## src/rtl/data_bus_arbiter.sv

```systemverilog
// Round-robin arbiter for the shared data-memory master bus.
// Sequences bus ownership among NUM_MST masters via req/grant pairs, with
// bounded hold time so a busy owner cannot starve waiting masters.
// Ports:
//   clk         - system clock, rising edge
//   rst_n       - asynchronous active-low reset
//   mst_req     - per-master level request, held until done
//   mst_grant   - registered one-hot (or zero) grant
//   grant_valid - registered OR of mst_grant
//   grant_id    - registered index of current owner, 0 when idle
//   preempt     - registered 1-cycle pulse when the owner is forcibly released
module data_bus_arbiter #(
  parameter int unsigned NUM_MST  = 4,
  parameter int unsigned ID_W     = 2,
  parameter int unsigned MAX_HOLD = 16
) (
  input  logic               clk,
  input  logic               rst_n,
  input  logic [NUM_MST-1:0] mst_req,
  output logic [NUM_MST-1:0] mst_grant,
  output logic               grant_valid,
  output logic [ID_W-1:0]    grant_id,
  output logic               preempt
);

  localparam int unsigned CNT_W     = (MAX_HOLD == 0) ? 1 : $clog2(MAX_HOLD + 1);
  localparam int unsigned HOLD_LAST = (MAX_HOLD == 0) ? 0 : MAX_HOLD - 1;

  typedef enum logic {
    S_IDLE = 1'b0,
    S_OWN  = 1'b1
  } state_e;

  state_e             state_q, state_d;
  logic [NUM_MST-1:0] grant_q, grant_d;
  logic               valid_q, valid_d;
  logic [ID_W-1:0]    id_q, id_d;
  logic               preempt_q, preempt_d;
  logic [ID_W-1:0]    last_id_q, last_id_d;
  logic [CNT_W-1:0]   hold_cnt_q, hold_cnt_d;

  // Round-robin pick: first requester above last_id, else first at or below it.
  logic               found_hi, found_lo;
  logic [ID_W-1:0]    win_hi, win_lo, winner;
  logic [NUM_MST-1:0] oh_hi, oh_lo, winner_oh;

  always_comb begin
    found_hi = 1'b0;
    found_lo = 1'b0;
    win_hi   = '0;
    win_lo   = '0;
    oh_hi    = '0;
    oh_lo    = '0;
    for (int i = 0; i < NUM_MST; i++) begin
      if (mst_req[i]) begin
        if (ID_W'(i) > last_id_q) begin
          if (!found_hi) begin
            found_hi = 1'b1;
            win_hi   = ID_W'(i);
            oh_hi[i] = 1'b1;
          end
        end else if (!found_lo) begin
          found_lo = 1'b1;
          win_lo   = ID_W'(i);
          oh_lo[i] = 1'b1;
        end
      end
    end
    winner    = found_hi ? win_hi : win_lo;
    winner_oh = found_hi ? oh_hi : oh_lo;
  end

  // Owner is the single set grant bit; everyone else counts as contention.
  logic owner_req, other_req;
  assign owner_req = |(mst_req & grant_q);
  assign other_req = |(mst_req & ~grant_q);

  // Next-state and registered-output logic.
  always_comb begin
    state_d    = state_q;
    grant_d    = grant_q;
    id_d       = id_q;
    preempt_d  = 1'b0;
    last_id_d  = last_id_q;
    hold_cnt_d = hold_cnt_q;

    unique case (state_q)
      S_IDLE: begin
        if (|mst_req) begin
          state_d    = S_OWN;
          grant_d    = winner_oh;
          id_d       = winner;
          last_id_d  = winner;
          hold_cnt_d = '0;
        end
      end
      S_OWN: begin
        if (!owner_req) begin
          // Normal release wins over a coincident preemption.
          state_d    = S_IDLE;
          grant_d    = '0;
          id_d       = '0;
          hold_cnt_d = '0;
        end else if (other_req) begin
          if ((MAX_HOLD != 0) && (hold_cnt_q == CNT_W'(HOLD_LAST))) begin
            state_d    = S_IDLE;
            grant_d    = '0;
            id_d       = '0;
            hold_cnt_d = '0;
            preempt_d  = 1'b1;
          end else if (hold_cnt_q != CNT_W'(MAX_HOLD)) begin
            hold_cnt_d = hold_cnt_q + CNT_W'(1);
          end
        end
      end
      default: begin
        state_d = S_IDLE;
        grant_d = '0;
        id_d    = '0;
      end
    endcase

    valid_d = |grant_d;
  end

  // State and output registers; last_id resets so master 0 wins first.
  always_ff @(posedge clk or negedge rst_n) begin
    if (!rst_n) begin
      state_q    <= S_IDLE;
      grant_q    <= '0;
      valid_q    <= 1'b0;
      id_q       <= '0;
      preempt_q  <= 1'b0;
      last_id_q  <= ID_W'(NUM_MST - 1);
      hold_cnt_q <= '0;
    end else begin
      state_q    <= state_d;
      grant_q    <= grant_d;
      valid_q    <= valid_d;
      id_q       <= id_d;
      preempt_q  <= preempt_d;
      last_id_q  <= last_id_d;
      hold_cnt_q <= hold_cnt_d;
    end
  end

  assign mst_grant   = grant_q;
  assign grant_valid = valid_q;
  assign grant_id    = id_q;
  assign preempt     = preempt_q;

endmodule
```

## config.mk

```make
export PLATFORM = sky130hd
export DESIGN_NAME = data_bus_arbiter
export DESIGN_NICKNAME = d
export VERILOG_FILES = /design/src/rtl/data_bus_arbiter.sv
export SDC_FILE = /design/constraint.sdc
export NUM_CORES = 1
export LEC_CHECK = 0
export BUFFER_PORTS_ARGS = -buffer_cell sky130_fd_sc_hd__buf_2
export CELL_PAD_IN_SITES_DETAIL_PLACEMENT = 0
export CELL_PAD_IN_SITES_GLOBAL_PLACEMENT = 2
export CORE_UTILIZATION = 35
export CTS_BUF_LIST = sky130_fd_sc_hd__clkbuf_8 sky130_fd_sc_hd__clkbuf_16
export CTS_CLUSTER_DIAMETER = 60
export CTS_CLUSTER_SIZE = 10
export DETAILED_ROUTE_END_ITERATION = 8
export GPL_ROUTABILITY_DRIVEN = 0
export GPL_TIMING_DRIVEN = 0
export PLACE_DENSITY_LB_ADDON = 0.1
export REMOVE_ABC_BUFFERS = 1
export SYNTH_ARGS = -nofsm -noshare
export SYNTH_HDL_FRONTEND = slang
export SYNTH_SLANG_ARGS = --single-unit
```

## constraint.sdc

```tcl
create_clock -name clk -period 2.3 [get_ports clk]
set_clock_uncertainty 0.1 [all_clocks]
set_input_delay 0.46 -clock clk [delete_from_list [all_inputs] [get_ports clk]]
set_output_delay 0.46 -clock clk [all_outputs]
set_load 0.01 [all_outputs]
```

# After elaboration in Yosys (flattened, before gate mapping)
# Index checks and enable logic that the tools add are counted.
[word_totals]
input_bits = 6
reg_bits = 16
ramBits = 0
romBits = 0
latchBits = 0
memories = 0
[classes]
addsub = 1
shift = 0
reduce_logical = 7
bitwise = 4
n_div = 0
order_cmp = 4
n_mul = 0
n_mux = 77
eq_ne = 6
[op_table]
columns = ["op", "count"]
rows = [
  ["1-bit two-way mux", 46],
  ["2-bit two-way mux", 17],
  ["5-bit two-way mux", 5],
  ["4-bit two-way mux", 5],
  ["4-bit OR reduction", 4],
  ["5-bit case mux with 2 select lines", 1],
  ["4-bit bitwise AND", 2],
  ["4-bit case mux with 2 select lines", 1],
  ["3-bit by 2-bit inequality test with 1-bit output, second input constant", 2],
  ["3-bit AND reduction", 2],
  ["5-bit by 1-bit adder with 5-bit output, second input constant", 1],
  ["5-bit by 4-bit equality test with 1-bit output, second input constant", 1],
  ["5-bit inequality test, second input constant", 1],
  ["1-bit by 2-bit > comparator with 1-bit output, first input constant", 2],
  ["2-bit > comparator, first input constant", 2],
  ["4-bit by 2-bit inequality test with 1-bit output, second input constant", 1],
  ["4-bit inverter", 1],
  ["2-bit case mux with 2 select lines", 1],
  ["2-bit inequality test, second input constant", 1],
  ["1-bit case mux with 2 select lines", 1],
  ["2-bit AND reduction", 1],
  ["1-bit inverter", 1],
]

# Logic depth before layout (Yosys ltp)
# Gate-level depths: netlist of run 1.
[logic_depth]
depth_word = 15
ltp_mapped = 7
ltp_nobuf = 7

# Worst setup path before layout of run 1
# No wires, ideal clock.
[synth_path]
path_kind = "input to register"
startpoint = "in mst_req[2]"
endpoint = "reg hold_cnt_q[3]"
arrival_time_ns = 1.528
stages = 6
setup_slack_ns = 0.595
path_cell_list = "buf_6 > nand2b_1 > nand4_2 > a21o_1 > or4_1 > o21ai_1"
[synth_via]
elab_chain_len = 4
word_cells_on_any_way = 11
[synth_lines]
columns = ["item", "line_no", "rtl"]
rows = [
  ["start, declared", "19", "input logic [NUM_MST-1:0] mst_req,"],
  ["4-bit bitwise AND (on tied branches)", "75, 76", ""],
  ["4-bit OR reduction (on tied branches)", "75, 76", ""],
  ["4-bit by 2-bit inequality test with 1-bit output (no line) (tied with other cells)", "--", ""],
  ["3-bit AND reduction (no line) or 5-bit case mux with 2 select lines (tied branches)", "--", ""],
  ["end signal, assigned", "143", "hold_cnt_q <= hold_cnt_d;"],
  ["end, declared", "40", "logic [CNT_W-1:0] hold_cnt_q, hold_cnt_d;"],
]
# Several ways; a longest one is shown, not always the timed one.
# A chain may end at the register's enable or synchronous reset.

# Worst setup path after layout of run 1
[layout_path]
startpoint = "reg last_id_q[1]"
endpoint = "reg last_id_q[0]"
[layout_via]
elab_chain_len = 13
word_cells_on_any_way = 37
[layout_lines]
columns = ["item", "line_no", "rtl"]
rows = [
  ["start, declared", "39", "logic [ID_W-1:0] last_id_q, last_id_d;"],
  ["start signal, assigned", "134", "last_id_q <= ID_W'(NUM_MST - 1);"],
  ["start signal, assigned", "142", "last_id_q <= last_id_d;"],
  ["1-bit by 2-bit > comparator with 1-bit output", "56", "if (ID_W'(i) > last_id_q) begin"],
  ["1-bit two-way mux", "56", ""],
  ["1-bit two-way mux", "55", "if (mst_req[i]) begin"],
  ["1-bit two-way mux (on tied branches)", "62, 57", ""],
  ["1-bit two-way mux", "56", ""],
  ["1-bit two-way mux", "55", ""],
  ["2-bit two-way mux (on tied branches)", "62, 57", ""],
  ["2-bit two-way mux", "56", ""],
  ["2-bit two-way mux", "55", ""],
  ["2-bit two-way mux (on tied branches)", "62, 57", ""],
  ["2-bit two-way mux", "56", ""],
  ["2-bit two-way mux", "55", ""],
  ["2-bit two-way mux *", "69", "winner = found_hi ? win_hi : win_lo;"],
]
# Every way passes the cells marked *; elsewhere a longest branch is shown, timed or not.

==> summary by stage, run 1 <==
Clock network
After clock tree synthesis, the clock-pin slew on the worst setup and hold paths is around 0.07 ns. In this run the number of H-tree levels came out at 1. The total clock sinks is 16. The clock latency at the later pin of the worst-skew pair is 0.25 ns. In this run the deepest clock path goes through 2 buffers. TritonCTS built the clock tree. The tree is rooted in a sky130_fd_sc_hd__clkbuf_8. The cts-stage hold buffer count is 0. The number of gates resized after CTS was 0.

Clock tree synthesis inserted a total of 3 buffers. The number of buffers inserted by post-CTS setup repair is 0.

Timing
The count of endpoints failing hold in the final timing report is 0. The max-slew violation total from the final report is 0. The total setup violations reported at the end of the flow is 0. At the pin with the least slew margin, the transition time is 0.497 ns. The worst relative slew slack is 66.8%.

The maximum clock frequency is 516 MHz. Setup repair after global routing left no endpoint under its margin. The worst path meets setup with 0.361 ns of slack. The minimum clock period is 1.94 ns. The summed negative setup slack over all endpoints is 0 ns. After layout, the worst path uses a little over four fifths of the clock period.

Run status
The flow ran to the end, and the final reports show no timing, DRC or antenna violations.

Global route
The overall overflow remaining after global route is 0. The number of antenna violations at the first check in global routing is 0. The global-route wire length before repair is 3710 um. The pin count of the biggest net entering global routing is 17. The number of global-route vias before repair is 777. The all-layer global routing usage is 15.4%.

Pwr
The fraction of power spent switching nets is 39.5%. For this design the total switching power over the nets is 0.497 mW. The share of total power dissipated in sequential elements is 39.8%. The clock power share is around 20%. Across the VDD grid, the largest voltage drop is around 530 uV. The cell leakage power is 0.523 nW. Dividing total power by cell area gives a power density of 1130 mW/mm^2. The share of total power dissipated in combinational logic is 40.0%.

The internal power of the cells totals 0.762 mW.

Floorplanning
The die is 55.3 um tall. The area of the die is 0.00306 sq mm. The row count is 18. The region available for standard cell placement spans 0.00257 sq mm. For this design the top-level I/O count stands at 14. The overall die width is between 50 and 60 um. The initial utilization of the core area, before any placement, comes to 38.7%.

Cells and area
In the layout the commonest cells are 14 x sky130_fd_sc_hd__dfrtp_1, 13 x sky130_fd_sc_hd__buf_2, 8 x sky130_fd_sc_hd__nor2_1. The fraction of final layout cells sized beyond drive strength 1 is roughly a quarter. The area growth from synthesis to layout is 12.0%. The layout net count is 123.

The most frequent standard cell in the layout excluding fill and tap cells is sky130_fd_sc_hd__dfrtp_1. 0 antenna diodes ended up in the layout. The number of non-filler instances in the completed layout is 144.

Critical path
The element type at the critical path start is a register. At the worst endpoint, the arrival time is 2.02 ns. The worst setup path is of the reg -> reg kind. The sort of element at the end of the critical path is a register. Measured in cells, the most critical reg-to-reg path has a length of 5.

At the worst endpoint, the required time is 2.38 ns. Along the worst path, the maximum fanout reaches 12.

Drt
For this block, the via count after detailed routing is a little over 800. For this run, the detailed router's first-pass iteration total came to 4. After detailed routing, the number of remaining DRC violations is 0.

After detailed routing, the average wire length per cell comes to 15.3 um. The total detailed-routing wirelength is 2200 um. The initial detailed-routing violation count is 22.

The post-route antenna net violation count is 0. After detailed routing, the number of vias per cell comes to 5.67.

Synth
A synthesized cell averages 9.84 sq um. The synthesized design spends more area on one cell type than any other, namely sky130_fd_sc_hd__dfrtp_1. The post-synthesis sequential area ratio is between 40% and 50%. The number of instances in the synthesized netlist is 101. The area share of the leading cell type in the synthesized netlist is 35.3%. The flip-flop and latch count after synthesis is 16. Ranked by total cell area, the synthesized netlist is headed by sky130_fd_sc_hd__dfrtp_1 35%, sky130_fd_sc_hd__dfstp_2 5.3%, sky130_fd_sc_hd__a21oi_1 3.5%, sky130_fd_sc_hd__o21ai_0 3.5%, sky130_fd_sc_hd__buf_6 3.4%. Counting distinct cell types in the post-synthesis netlist gives 39.

The number of warnings issued by yosys is 0. The summed instance area of the synthesized netlist is 993 sq um.

Place
The count of buffers from port buffering is 13. The post-placement setup slack is 0.329 ns. The number of instances in the placed design is 140.

The half-perimeter wire length of the detailed placement result is 1600 um.

Min path
The min-delay analysis places its worst path in the category in -> async.

Flow run
The max-cap violation count is 0.
## synthesized netlist by cell type
library cell,n
sky130_fd_sc_hd__inv_1,6
sky130_fd_sc_hd__a221oi_1,1
sky130_fd_sc_hd__a41oi_2,1
sky130_fd_sc_hd__a2bb2oi_1,1
sky130_fd_sc_hd__a22o_2,1
sky130_fd_sc_hd__nor4b_4,1
sky130_fd_sc_hd__a21o_1,3
sky130_fd_sc_hd__o21ai_1,2
sky130_fd_sc_hd__a22o_1,3
sky130_fd_sc_hd__a22o_4,1
sky130_fd_sc_hd__a211o_1,1
sky130_fd_sc_hd__mux2_2,1
sky130_fd_sc_hd__nand2b_1,4
sky130_fd_sc_hd__or2b_1,1
sky130_fd_sc_hd__buf_6,3
sky130_fd_sc_hd__nor4_1,1
sky130_fd_sc_hd__or4_1,1
sky130_fd_sc_hd__nor2_1,8
sky130_fd_sc_hd__nor3b_1,1
sky130_fd_sc_hd__mux2i_1,1
sky130_fd_sc_hd__nand4_1,1
sky130_fd_sc_hd__a41oi_1,1
sky130_fd_sc_hd__nand2_1,6
sky130_fd_sc_hd__buf_2,1
sky130_fd_sc_hd__nor4bb_1,1
sky130_fd_sc_hd__nand3_1,3
sky130_fd_sc_hd__o21a_1,1
sky130_fd_sc_hd__o21ai_2,1
sky130_fd_sc_hd__and2b_2,1
sky130_fd_sc_hd__o2bb2ai_1,3
sky130_fd_sc_hd__o2111ai_1,2
sky130_fd_sc_hd__a21oi_1,7
sky130_fd_sc_hd__ha_1,2
sky130_fd_sc_hd__o21ai_0,7
sky130_fd_sc_hd__nor2b_1,4
sky130_fd_sc_hd__dfstp_2,2
sky130_fd_sc_hd__dfrtp_1,14
sky130_fd_sc_hd__o21bai_1,1
sky130_fd_sc_hd__nand4_2,1
## area by class of cell
class / instances / area (sq um)
inverters: 6 / 22.5
well taps: 30 / 37.5
fillers: 278 / 1460
repair buffers: 13 / 65.1
multi-input cells: 75 / 529
clock buffers: 4 / 55.1
flip-flops and latches: 16 / 403
## metal layers
layer,GRT usage (%),routed length (um),share of wire [%],vias up
met5,0,0,0,-
met4,4.29,22,1.0,0
met3,4.22,108,4.9,4
met2,20.7,822,37,21
met1,24.0,1250,57,389
li1,-,-,-,402
## worst max-delay path, stage by stage, from the launching register on
cell and delay, ns:
sky130_fd_sc_hd__dfstp_2 0.64, sky130_fd_sc_hd__a21oi_1 0.09, sky130_fd_sc_hd__o2111ai_1 0.28, sky130_fd_sc_hd__nand3_1 0.19
sky130_fd_sc_hd__nor2b_1 0.34, sky130_fd_sc_hd__mux2i_1 0.23
## path summary, 6_finish.rpt
path | endpoint | startpoint | slack [ns]
setup / recovery | last_id_q[0] | last_id_q[1] | 0.36
hold / removal | hold_cnt_q[0] | rst_n | 0.02
setup reg to reg | last_id_q[0] | last_id_q[1] | 0.36
hold reg to reg | grant_id[1] | grant_id[1] | 0.38
max in group asynchronous | last_id_q[1] | rst_n | 1.77
min in group clk | grant_id[1] | grant_id[1] | 0.38
## logic make-up after synthesis
group	count (synthesis)	synth area share, %
fa+ha+maj	2	2.52
compound gates	37	27.7
buf+inv	10	6.17
simple gates	34	20.9
mux	2	2.14
flops	16	40.6
## sequential cells by signal, indices dropped and copies added (netlist names)
signal       count
grant_id         2
grant_valid      1
hold_cnt_q       5
last_id_q        2
mst_grant        4
preempt          1
state_q          1
## power by group through the flow
stage | clock network (mW) | logic [mW] | registers [mW]
final | 0.255 | 0.504 | 0.501
after CTS | 0.260 | 0.506 | 0.502
after floorplan | 0 | 0.336 | 0.504
after global placement | 0 | 0.500 | 0.505
after detailed placement | 0 | 0.502 | 0.506
after global routing | 0.281 | 0.559 | 0.517
## stage by stage
stage / util (%) / area, sq um / power (mW) / hold slack (ns)
6_report: 43.3 / 1110 / 1.26 / 0.0158
2_1_floorplan: - / 955 / 0.840 / 0.0644
3_5_place_dp: 41.2 / 1060 / 1.01 / 0.300
4_1_cts: 43.3 / 1110 / 1.27 / 0.0276
3_3_place_gp: 41.2 / 1060 / 1.01 / 0.296
5_1_grt: 43.3 / 1110 / 1.36 / 0.0394
No activity file was read; power rests on OpenSTA's default activity.
==> run 2: changes to the inputs <==
--- a/config.mk
+++ b/config.mk
@@ -5,10 +5,11 @@
 export SDC_FILE = /design/constraint.sdc
 export NUM_CORES = 1
 export LEC_CHECK = 0
+export ABC_AREA = 1
 export BUFFER_PORTS_ARGS = -buffer_cell sky130_fd_sc_hd__buf_2
 export CELL_PAD_IN_SITES_DETAIL_PLACEMENT = 0
 export CELL_PAD_IN_SITES_GLOBAL_PLACEMENT = 2
-export CORE_UTILIZATION = 35
+export CORE_UTILIZATION = 28
 export CTS_BUF_LIST = sky130_fd_sc_hd__clkbuf_8 sky130_fd_sc_hd__clkbuf_16
 export CTS_CLUSTER_DIAMETER = 60
 export CTS_CLUSTER_SIZE = 10
==> constraint.sdc (replaced) <==
create_clock -name clk -period 1.7 [get_ports clk]
set_clock_uncertainty 0.1 [all_clocks]
set_input_delay 0.34 -clock clk [delete_from_list [all_inputs] [get_ports clk]]
set_output_delay 0.34 -clock clk [all_outputs]
set_load 0.01 [all_outputs]
==> run 2 against run 1 <==
Against the previous run:
- non-clock buffer count rose by 8
- core utilization decreased by 4.8 points
- clock power is 39% higher
- largest cell class unchanged
==> summary by stage, run 2 <==
Cells and area
The area occupied by registers is a little over 400 sq um. Leaving out fill and tap cells, the most frequent cell in the layout is sky130_fd_sc_hd__nand2_1. More flip-flops sit in one register than any other, and that register is hold_cnt_q. The fraction of final layout cells sized beyond drive strength 1 is between 30% and 40%. The layout net count is between 150 and 200.

The library cells used most frequently in the layout, excluding fill and tap cells, are 40 x sky130_fd_sc_hd__nand2_1, 16 x sky130_fd_sc_hd__inv_1, 16 x sky130_fd_sc_hd__nand2_2. Counting the fill cells in the layout gives between 400 and 500. The final instance area is 0.00134 sq mm.

The number of diodes is 0. The area used by multi-input combinational logic is 609 sq um. The utilization after layout is 38.5%.

From synthesis to final layout, the design area changed by 26.9%. The register with the most flip-flops in the layout has 5 of them.

Synth
In this run the cell area of the synthesized design comes to 0.00105 sq mm. The flip-flop and latch count after synthesis is 16. The most instantiated flip-flop cell in the synthesis netlist is sky130_fd_sc_hd__dfrtp_1. The fraction of synthesis flops using an asynchronous set or reset pin is 100%.

The post-synthesis sequential area ratio is 38.3%. The average instance area after synthesis is 7.26 sq um. The count of unique library cells instantiated by Yosys is 25. The area share of the leading cell type in the synthesized netlist is 33.3%.

The number of instances in the synthesized netlist is 145. The cell with the most instances after synthesis is sky130_fd_sc_hd__nand2_1. In this run, synthesis inferred 0 flip-flops with an integrated enable. Sorting the synthesized cells by area gives the leading types as sky130_fd_sc_hd__dfrtp_1 33%, sky130_fd_sc_hd__nand2_1 15%, sky130_fd_sc_hd__nand2_2 7.7%, sky130_fd_sc_hd__inv_1 5.7%, sky130_fd_sc_hd__nand3_1 5.2%. The commonest cells after synthesis are 43 x sky130_fd_sc_hd__nand2_1, 16 x sky130_fd_sc_hd__inv_1, 14 x sky130_fd_sc_hd__dfrtp_1. The Yosys step of the flow raised 0 warnings. Of all cell types, the one taking the most synthesized area is sky130_fd_sc_hd__dfrtp_1.

Floorplanning
Pin placement for this block handled 14 I/O pins. The row count is 21. The die covers approximately 0.0040 sq mm. The floorplan step defined a core boundary enclosing ~0.0035 sq mm. In this run the vertical extent of the chip is roughly 63 um.

The starting density of the core is 30.3%. In this run the horizontal extent of the chip is 63.3 um.

Drt
The number of detailed-route iterations in the first pass is 5. In this run, the number of DRC markers left after iteration 0 of detailed routing was 28. Wires add up to 2660 um.

The total DRC errors in the routed layout is 0. Dividing the detail-routed via count by the number of cells gives 4.58. The final route contains 994 vias. The post-route antenna net violation count is 0.

Dividing the detail-routed wire length by the instance count gives between 10 and 15 um.

Critical path
The most critical setup path has its startpoint at hold_cnt_q[1]. The data required time of the critical path is 1.74 ns. The endpoint arrival time on the critical path is 1.68 ns.

The worst setup path is captured at a register. The start of the worst register-to-register path is hold_cnt_q[1]. The highest fanout seen on the critical path is 4. The element type at the critical path start is a register. The type of the setup path with the least slack is reg -> reg.

Timing
Setup violations remaining at the end of the flow were counted as 0. The max-slew violation total from the final report is 0. Hold timing on the final database bottoms out at a slack of between 0.3 and 0.4 ns. For the pin with the worst max-slew slack, the measured transition is around 0.38 ns. The count of endpoints failing hold in the final timing report is 0. Dividing the final minimum period by the clock period gives a little over nine tenths. Based on the critical path, the design can be clocked at up to 611 MHz. Setup slack on the critical path of the routed design comes to 0.0639 ns. The worst pin sits at a relative slew slack of 74.6%. The worst path in the final design needs a cycle of 1.64 ns, including I/O delays and setup. Setup repair after global routing could not meet its margin everywhere.

Clock network
TritonCTS built the clock tree. The H-tree depth is 1. The clock latency at the later pin of the worst-skew pair is 0.25 ns. Clock-pin slew was measured on the worst setup and hold paths at 0.07 ns. The total clock sinks is 16. Counting along the longest clock path gives a buffer depth of 2. The clock root buffer master is sky130_fd_sc_hd__clkbuf_8.

The number of clock buffers added by TritonCTS is 3.

Min path
The launch point of the worst hold path is grant_id[0]. The type of the worst min-delay path is reg -> reg.

Pwr
Combinational cells account for between 40% and 50% of the total power. The fraction of power spent switching nets is 44.4%. Cell internal power was estimated by the tool at 1.04 mW. IR analysis of the VDD net gives a maximum drop of 500 uV. The clock network is responsible for approximately a fifth of the overall power.

In this run the power density over the cells is 1410 mW/mm^2. Per report_power, the sequential group accounts for 34.4% of the total. The power dissipated by switching net loads is 0.834 mW. Summed over all cells, the static leakage comes to 0.686 nW.

The overall power consumption is about 1.9 mW.

Place
The count of buffers from port buffering is 13. Prior to clock tree synthesis, the placed netlist has a worst setup slack of -0.00738 ns. Summed over all nets, the half-perimeter wirelength after detailed placement is 1910 um. The instance area at placement is about 0.0012 sq mm.

Global route
Entering global routing, the biggest net connects 17 pins. The number of global-route vias before repair is 910. The number of antenna violations at the first check in global routing is 0. The first global-routing pass estimated 4310 um of wire.

In the global route stage, overall resource usage came out at between 10 and 15%. The overall overflow remaining after global route is 0.

Flow run
Max-cap violations in this run came to 0.

Run status
The flow ran to the end, and the final reports show no timing, DRC or antenna violations.
-- run 2: changes by cell type in the layout (fill, tap and decap cells not counted), sizes merged, moves of 4 or more --
cell / change
buf: +7
nand2b: -4
a22o: -5
nand3: +9
inv: +15
nand2: +51
nor2b: -4
nor2: +6
-- run 2: timing repair --
item,CTS,global route
hold endpoints to repair,14,0
pin swaps,0,5
gates resized for setup,1,7
cloned,0,1
hold buffers,1,0
endpoints found under the setup margin,1,1
setup buffers,1,6
-- run 2: final cells by class --
class,count,area share [%]
flip-flops and latches,16,30.2
well taps,46,4.31
inverters,22,6.19
clock buffers,4,4.12
multi-input cells,108,45.6
repair buffers,21,9.56
-- run 2: cell families after synthesis --
family / synth area share [%]
and+or+nand+nor: 42.4
adders and majority gates: 2.38
xor gates and xnor gates: 0.832
buffers and inverters: 7.85
DFF: 38.3
AOI/OAI and AO/OA: 8.21
-- run 2: per-stage QoR --
| step | std cells | TNS [ns] |
|---|---|---|
| CTS | 210 | 0 |
| finish | 217 | 0 |
| floorplan | 145 | 0 |
| global placement | 204 | -0.0268 |
| detailed placement | 204 | -0.00738 |
| global route | 217 | -0.0761 |
-- run 2: power groups by stage --
stage	combinational [mW]	sequential (mW)	clock [mW]
finish	0.877	0.645	0.355
global route	0.995	0.665	0.384
CTS	0.824	0.637	0.369
detailed placement	0.797	0.649	0
global placement	0.796	0.647	0
floorplan	0.558	0.656	0
-- run 2: worst max-delay path: stages, from the launching register on --
cell	delay (ns)
sky130_fd_sc_hd__dfrtp_1	0.41
sky130_fd_sc_hd__ha_4	0.16
sky130_fd_sc_hd__nand3_2	0.11
sky130_fd_sc_hd__nor2_4	0.20
sky130_fd_sc_hd__o21ai_4	0.10
sky130_fd_sc_hd__nand2_2	0.10
sky130_fd_sc_hd__nand2_4	0.08
sky130_fd_sc_hd__nand2_2	0.06
sky130_fd_sc_hd__nand2_2	0.05
sky130_fd_sc_hd__nor2_1	0.10
sky130_fd_sc_hd__nand2_1	0.05
-- run 2: layer usage --
layer	GRT usage [%]	wire [um]	share of wire, %
met5	0	0	0
met4	5.97	15	0.56
met3	1.81	74	2.8
met2	21.6	1210	46
met1	19.8	1360	51
-- run 2: final timing paths --
kind	slack, ns	depth (start not counted)	endpoint
worst max-delay path	0.06	10	grant_valid
worst min-delay path	0.38	2	grant_id[0]
worst max register to register	0.06	10	grant_valid
worst min register to register	0.38	2	grant_id[0]
max in group asynchronous	0.76	2	last_id_q[0]
min in group asynchronous	0.42	2	grant_id[0]
